===== src/rtl/clock_comp_tx_param_if.sv =====
// Block stream between the encoder side and the scrambler side of the
// TX clock-compensation stage.
interface clock_comp_tx_param_if #(
    parameter int NB_DATA = 66
);
    logic               i_valid;
    logic [NB_DATA-1:0] i_data;
    logic [NB_DATA-1:0] o_data;
    logic               o_valid;
    logic               o_aligner_tag;

    modport master (
        output i_valid, i_data,
        input  o_data, o_valid, o_aligner_tag
    );

    modport slave (
        input  i_valid, i_data,
        output o_data, o_valid, o_aligner_tag
    );
endinterface


===== src/rtl/clock_comp_tx_param.sv =====
// TX clock compensation: opens N_LANES tagged idle slots per period for
// alignment-marker insertion and pays them back by deleting incoming idles.
// Owed deletions are carried across periods in a saturating deficit counter.
module clock_comp_tx_param #(
    parameter int NB_DATA         = 66,
    parameter int N_LANES         = 20,
    parameter int AM_BLOCK_PERIOD = 16383,
    parameter int NB_ADDR         = 5,
    parameter int PRELOAD         = 2
) (
    input  logic                             i_clock,
    input  logic                             i_reset,
    input  logic                             i_enable,
    input  logic                             i_bypass,
    clock_comp_tx_param_if.slave             bus,
    output logic [NB_ADDR:0]                 o_fifo_level,
    output logic [$clog2(4*N_LANES+1)-1:0]   o_deficit,
    output logic                             o_overflow,
    output logic                             o_underflow
);
    localparam int P      = AM_BLOCK_PERIOD * N_LANES;
    localparam int NB_PC  = (P > 1) ? $clog2(P) : 1;
    localparam int NB_DEF = $clog2(4*N_LANES+1);
    localparam int DEPTH  = 2**NB_ADDR;

    localparam logic [NB_DATA-1:0] PCS_IDLE   = NB_DATA'(66'h2_e000_0000_0000_0000);
    localparam logic [NB_PC-1:0]   PC_LAST    = NB_PC'(P - 1);
    localparam logic [NB_PC-1:0]   PC_GAP_END = NB_PC'(N_LANES);
    localparam logic [NB_DEF-1:0]  DEF_MAX    = NB_DEF'(4 * N_LANES);
    localparam logic [NB_ADDR:0]   LEVEL_FULL = (NB_ADDR+1)'(DEPTH);
    localparam logic [NB_ADDR:0]   LEVEL_INIT = (NB_ADDR+1)'(PRELOAD);
    localparam logic [NB_ADDR-1:0] WPTR_INIT  = NB_ADDR'(PRELOAD);

    logic [NB_DATA-1:0] mem [0:DEPTH-1];
    logic [NB_ADDR-1:0] wr_ptr;
    logic [NB_ADDR-1:0] rd_ptr;
    logic [NB_ADDR:0]   level;
    logic [NB_ADDR:0]   level_nxt;
    logic [NB_PC-1:0]   pc;
    logic [NB_DEF-1:0]  deficit;
    logic [NB_DEF-1:0]  deficit_nxt;

    logic active, gap, is_idle, drop;
    logic wr_req, rd_req, fifo_full, fifo_empty, wr_ok, rd_ok;

    // Per-cycle decisions: gap slot, idle deletion and FIFO access qualification.
    always_comb begin
        active     = i_enable & bus.i_valid & ~i_bypass;
        gap        = (pc < PC_GAP_END);
        is_idle    = (bus.i_data == PCS_IDLE);
        drop       = is_idle & ((deficit != '0) | gap);
        wr_req     = active & ~drop;
        rd_req     = active & ~gap;
        fifo_full  = (level == LEVEL_FULL);
        fifo_empty = (level == '0);
        // A full FIFO can still accept a write when the head leaves the same cycle.
        wr_ok      = wr_req & (~fifo_full | rd_req);
        // An empty FIFO cannot supply a read, but a same-cycle write still lands.
        rd_ok      = rd_req & ~fifo_empty;

        level_nxt = level;
        case ({wr_ok, rd_ok})
            2'b10:   level_nxt = level + 1'b1;
            2'b01:   level_nxt = level - 1'b1;
            default: level_nxt = level;
        endcase

        // Gap and drop together cancel; a gap on a saturated deficit is lost.
        deficit_nxt = deficit;
        if (gap && !drop) begin
            if (deficit != DEF_MAX)
                deficit_nxt = deficit + 1'b1;
        end else if (!gap && drop) begin
            deficit_nxt = deficit - 1'b1;
        end
    end

    // Period counter, deficit, FIFO pointers/level and sticky error flags.
    always_ff @(posedge i_clock) begin
        if (i_reset) begin
            pc          <= '0;
            deficit     <= '0;
            wr_ptr      <= WPTR_INIT;
            rd_ptr      <= '0;
            level       <= LEVEL_INIT;
            o_overflow  <= 1'b0;
            o_underflow <= 1'b0;
        end else if (i_enable) begin
            if (i_bypass) begin
                // Held in post-reset state so leaving bypass restarts cleanly.
                pc      <= '0;
                deficit <= '0;
                wr_ptr  <= WPTR_INIT;
                rd_ptr  <= '0;
                level   <= LEVEL_INIT;
            end else if (active) begin
                pc      <= (pc == PC_LAST) ? '0 : pc + 1'b1;
                deficit <= deficit_nxt;
                level   <= level_nxt;
                if (wr_ok)
                    wr_ptr <= wr_ptr + 1'b1;
                if (rd_ok)
                    rd_ptr <= rd_ptr + 1'b1;
                if (wr_req && fifo_full && !rd_req)
                    o_overflow <= 1'b1;
                if (rd_req && fifo_empty)
                    o_underflow <= 1'b1;
            end
        end
    end

    // FIFO storage; the first PRELOAD slots are refilled with idles on restart.
    always_ff @(posedge i_clock) begin
        if (i_reset || (i_enable && i_bypass)) begin
            for (int i = 0; i < PRELOAD; i++)
                mem[NB_ADDR'(i)] <= PCS_IDLE;
        end else if (wr_ok) begin
            mem[wr_ptr] <= bus.i_data;
        end
    end

    // Registered output: gap slot, FIFO head, underflow idle or bypass data.
    always_ff @(posedge i_clock) begin
        if (i_reset) begin
            bus.o_data        <= PCS_IDLE;
            bus.o_valid       <= 1'b0;
            bus.o_aligner_tag <= 1'b0;
        end else if (!i_enable || !bus.i_valid) begin
            bus.o_valid <= 1'b0;
        end else begin
            bus.o_valid <= 1'b1;
            if (i_bypass) begin
                bus.o_data        <= bus.i_data;
                bus.o_aligner_tag <= 1'b0;
            end else if (gap) begin
                bus.o_data        <= PCS_IDLE;
                bus.o_aligner_tag <= 1'b1;
            end else begin
                bus.o_data        <= rd_ok ? mem[rd_ptr] : PCS_IDLE;
                bus.o_aligner_tag <= 1'b0;
            end
        end
    end

    assign o_fifo_level = level;
    assign o_deficit    = deficit;
endmodule


===== src/flat_wrapper.sv =====
// flat-port wrapper written by rule: the top's interface ports become plain ports
module clock_comp_tx_param_flat 
#(
    parameter int NB_DATA         = 66,
    parameter int N_LANES         = 20,
    parameter int AM_BLOCK_PERIOD = 16383,
    parameter int NB_ADDR         = 5,
    parameter int PRELOAD         = 2
)
  (i_clock, i_reset, i_enable, i_bypass, o_fifo_level, o_deficit, o_overflow, o_underflow, bus_i_valid, bus_i_data, bus_o_data, bus_o_valid, bus_o_aligner_tag);
  clock_comp_tx_param_if #(.NB_DATA(NB_DATA)) bus_i ();
  input  logic i_clock;
  input  logic i_reset;
  input  logic i_enable;
  input  logic i_bypass;
  output logic [NB_ADDR:0] o_fifo_level;
  output logic [$clog2(4*N_LANES+1)-1:0] o_deficit;
  output logic o_overflow;
  output logic o_underflow;
  input wire logic [$bits(bus_i.i_valid)-1:0] bus_i_valid;
  input wire logic [$bits(bus_i.i_data)-1:0] bus_i_data;
  output wire logic [$bits(bus_i.o_data)-1:0] bus_o_data;
  output wire logic [$bits(bus_i.o_valid)-1:0] bus_o_valid;
  output wire logic [$bits(bus_i.o_aligner_tag)-1:0] bus_o_aligner_tag;
  assign bus_i.i_valid = bus_i_valid;
  assign bus_i.i_data = bus_i_data;
  assign bus_o_data = bus_i.o_data;
  assign bus_o_valid = bus_i.o_valid;
  assign bus_o_aligner_tag = bus_i.o_aligner_tag;
  clock_comp_tx_param #(.NB_DATA(NB_DATA), .N_LANES(N_LANES), .AM_BLOCK_PERIOD(AM_BLOCK_PERIOD), .NB_ADDR(NB_ADDR), .PRELOAD(PRELOAD)) u_core (.i_clock(i_clock), .i_reset(i_reset), .i_enable(i_enable), .i_bypass(i_bypass), .bus(bus_i), .o_fifo_level(o_fifo_level), .o_deficit(o_deficit), .o_overflow(o_overflow), .o_underflow(o_underflow));
endmodule

===== config.mk =====
export PLATFORM = sky130hd
export DESIGN_NAME = clock_comp_tx_param_flat
export DESIGN_NICKNAME = d
export VERILOG_FILES = /design/src/rtl/clock_comp_tx_param_if.sv /design/src/rtl/clock_comp_tx_param.sv /design/src/flat_wrapper.sv
export SDC_FILE = /design/constraint.sdc
export NUM_CORES = 2
export LEC_CHECK = 0
export ABC_AREA = 0
export BUFFER_PORTS_ARGS = -buffer_cell sky130_fd_sc_hd__clkbuf_2
export CAP_MARGIN = 20
export CORE_AREA = 2 2 383 385
export CTS_CLUSTER_DIAMETER = 80
export DETAILED_ROUTE_END_ITERATION = 8
export DIE_AREA = 0 0 385 387
export GPL_ROUTABILITY_DRIVEN = 1
export PLACE_DENSITY = 0.76
export SLEW_MARGIN = 5
export SYNTH_ARGS = -nofsm -noshare
export SYNTH_HDL_FRONTEND = slang
export SYNTH_SLANG_ARGS = --single-unit

===== constraint.sdc =====
create_clock -name i_clock -period 11.4 [get_ports i_clock]
set_clock_uncertainty 0.2 [all_clocks]
set_input_delay 2.28 -clock i_clock [delete_from_list [all_inputs] [get_ports i_clock]]
set_output_delay 2.28 -clock i_clock [all_outputs]
set_load 0.1 [all_outputs]

==> run_results.csv <==
group,metric,value,unit
run_status,status,"complete, no violations",
clock_network,cts-root-buf,"clkbuf_16",
synthesis,ys_seq_area_frac,0.761,
layout,multiInputGateArea,0.0200,mm²
synthesis,yosys-top-cells-area,"edfxtp_1 (73%), mux4_2 (17%), dfxtp_1 (2.7%)",
global_route,grt_first_pass_wirelength,306,mm
layout,area_delta_synth_final,11.7,%
critical_path,crit_path_end_kind,"flip-flop",
timing,hold_viol,0,
synthesis,ys_seq_elements,2229,
power_and_ir_drop,total_power,16.2,mW
clock_network,clock_latency,0.85,ns
die,design.die.area,0.149,mm²
die,core,0.145,mm²
clock_network,cts-hold-fix-buffers,0,
power_and_ir_drop,power.leakage,29.5,nW
synthesis,synth_xor_area_frac,0.00162,
clock_network,clockBufferDepth,3,
global_route,grt.overflow.total,0,
timing,drv_slew,0,
layout,n_fill_cell,8724,
power_and_ir_drop,pwr_density_cell,168,mW/mm²
critical_path,critPathMaxFanout,42,
global_route,grt_util_all_layers,0.289,
min_path,min-delay-start,"u_core.bus.o_data[62]",
synthesis,synth_top_family_by_area,"multiplexers",
synthesis,syn_inst,3917,
critical_path,critPathArrivalTime,7.12,ns
timing,tightest_slew,1.12,ns
synthesis,synthFlopType,"edfxtp_1",
timing,max_slew_margin,0.253,
layout,ff_latch_area,0.0658,mm²
layout,drive_gt1_frac,0.293,
critical_path,r2r_slack,6.12,ns
clock_network,cts_tree,"done",
die,io_pins,154,
critical_path,crit_type,"in2reg",
critical_path,crit_slowest_cell,"nor2_4",
synthesis,muxShareOfSynthArea,0.180,
power_and_ir_drop,p_sw_frac,0.208,
place,gp_congestion,0.799,
synthesis,synth_edf_count,2112,
synthesis,synth_area_per_cell,22.1,µm²
job,drv_cap,0,
synthesis,yosys.area_share.simple,0.0246,
synthesis,synth_common_cells,"edfxtp_1 (2112), mux4_2 (660), o21ai_0 (149)",
timing,fmax,0.146,GHz
critical_path,r2r_end,"u_core.mem[11][29]",
die,initial_utilization,0.597,
synthesis,syn-num-nets,4005,
drt,num_vias,43100,
power_and_ir_drop,p_switching,3.36,mW
drt,ant_nets,0,
power_and_ir_drop,pwr-share-seq,0.556,
min_path,worstHoldPathCells,2,
clock_network,numClockSinks,2229,
critical_path,r2r-start,"u_core.o_deficit[1]",
clock_network,cts_htree_levels,4,
synthesis,yosysUniqueCellTypes,64,
power_and_ir_drop,irDropWorstVdd,0.126,mV
timing,fin_crit,6.86,ns
drt,remaining_drc_errors,0,
critical_path,path_cells,"clkbuf_2, nand2_4, nor2_1, o21ai_0, a32oi_4, and2_1, nand2_1, nor2_4, buf_4",
global_route,antenna_found_initial,8,
layout,fin_nets,4251,
critical_path,slowest_delay,1.01,ns
drt,vias_per_cell,6.88,
drt,wl_per_cell,33.9,µm
timing,rsz0062_at_grt,"false",
drt,first_iter_violations,5955,
global_route,grt_pass1_vias,43600,
min_path,hp-class,"reg2reg",
place,place_hpwl,107,mm
die,die_x,385,µm
synthesis,async_flop_share,0,
clock_network,postCtsSetupBuffers,0,
clock_network,cts.repair.resized,0,
place,numPortBuffers,153,
global_route,grt_max_degree,129,
synthesis,synth_top_area_frac,0.734,
synthesis,synthAdderAreaFrac,0.00263,
critical_path,required,11.66,ns
drt,wirelength,212,mm
drt,drtPass1Iterations,7,
clock_network,cts_buffers,211,
timing,holdWs,0.282,ns
timing,finalSetupViolCount,0,
synthesis,yosysWarningCount,0,
clock_network,path_clk_slew,0.06,ns
power_and_ir_drop,clkPwrFrac,0.419,
die,fp-row-count,140,
timing,period_share,0.602,
power_and_ir_drop,power.internal,12.8,mW
synthesis,yosysMostFrequentCell,"edfxtp_1",
critical_path,r2r_cells,8,
die,die_y,387,µm
critical_path,start_kind,"input port",
synthesis,synth_compound_area_frac,0.0187,
synthesis,synth_top_cell_by_area,"edfxtp_1",
min_path,hold_end,"u_core.bus.o_data[62]",
synthesis,synth_area,0.0864,mm²
power_and_ir_drop,pwr-share-comb,0.025,
timing,tns,0,ns
-- flip-flops by register name (all words and copies together), names as in the netlist, named ones only --
signal	flops
u_core.o_underflow	1
u_core.bus.o_data	66
u_core.bus.o_aligner_tag	1
u_core.o_fifo_level	6
u_core.o_deficit	7
u_core.bus.o_valid	1
u_core.mem	2112
u_core.pc	19
u_core.wr_ptr	5
u_core.o_overflow	1
u_core.rd_ptr	5
-- critical path, delay by kind of cell --
kind	cells	cell delay [ns]
buf+inv	2	1.05
simple gates	5	2.74
compound gates	2	0.91
-- how the worst max path moves through the flow --
stage             start                 end  slack [ns]  cells past startpoint
2_1_floorplan  i_enable    u_core.mem[1][0]        2.40                      7
3_3_place_gp   i_enable  u_core.mem[22][31]        3.99                      9
3_5_place_dp   i_enable  u_core.mem[30][29]        3.93                     10
4_1_cts        i_enable  u_core.mem[11][29]        4.78                      9
5_1_grt        i_enable  u_core.mem[11][26]        4.52                      9
6_report       i_enable  u_core.mem[11][29]        4.54                      9
-- stage by stage --
| step | instances | instance area, µm² | setup WS [ns] | utilization |
|---|---|---|---|---|
| 6_report | 6263 | 96500 | 4.54 | 0.666 |
| 5_1_grt | 6260 | 96500 | 4.52 | 0.666 |
| 4_1_cts | 6258 | 96500 | 4.78 | 0.666 |
| 3_5_place_dp | 5866 | 89800 | 3.93 | 0.620 |
| 3_3_place_gp | 5863 | 89800 | 3.99 | 0.620 |
| 2_1_floorplan | 3917 | 86400 | 2.40 | - |
-- layout make-up --
type,instances,area share
antenna,4,0.000104
clock buffer,283,0.0592
clock inverter,109,0.0102
inverter,16,0.000622
multi-input combinational,1451,0.207
sequential,2229,0.681
tap,1917,0.0248
timing repair buffer,254,0.0169
-- placed cells by master, fill, tap and decap left out, types with 5 or more instances in the layout --
cell type / instances
mux4_2: 660
clkinv_1: 39
o21ai_0: 146
o22ai_1: 5
bufinv_16: 11
nor2b_1: 5
clkbuf_2: 151
nand4_1: 12
or3_1: 13
inv_1: 16
nor3_1: 7
o211ai_1: 9
xor2_1: 10
edfxtp_1: 2112
nor2_4: 32
nor4_1: 17
clkinv_16: 5
clkbuf_1: 58
dfxtp_1: 112
nand3_1: 15
buf_12: 5
and2_1: 130
a21oi_1: 94
dfxtp_4: 5
clkinv_2: 41
mux2_2: 7
and3_1: 8
ha_1: 15
and4_1: 5
clkbuf_16: 213
a21o_1: 5
nor2_1: 103
clkbuf_8: 12
nand2_1: 24
xnor2_1: 6
mux2i_1: 64
buf_4: 96
-- power by group through the flow --
| stage | sequential (mW) | clock, mW | combinational (mW) |
|---|---|---|---|
| after floorplan | 9.30 | 0 | 0.0880 |
| after global placement | 9.18 | 0 | 0.391 |
| after detailed placement | 9.18 | 0 | 0.403 |
| after CTS | 9.01 | 6.83 | 0.406 |
| after global routing | 9.01 | 7.15 | 0.430 |
| final | 9.01 | 6.78 | 0.408 |
-- routing by layer --
metal,wire (µm),track usage,share of wire,vias up
met3,22500,0.0629,0.11,432
met4,6280,0.0860,0.030,8
met2,106000,0.466,0.50,2907
li1,-,-,-,16900
met1,77200,0.401,0.36,22800
met5,51,0,0.00024,-
-- cells by family after synthesis --
family	count (synthesis)
flops	2229
mux	731
simple gates	395
compound gates	292
buf+inv	237
fa+ha+maj	17
xor+xnor	16
Power figures use the tool's default switching activity.
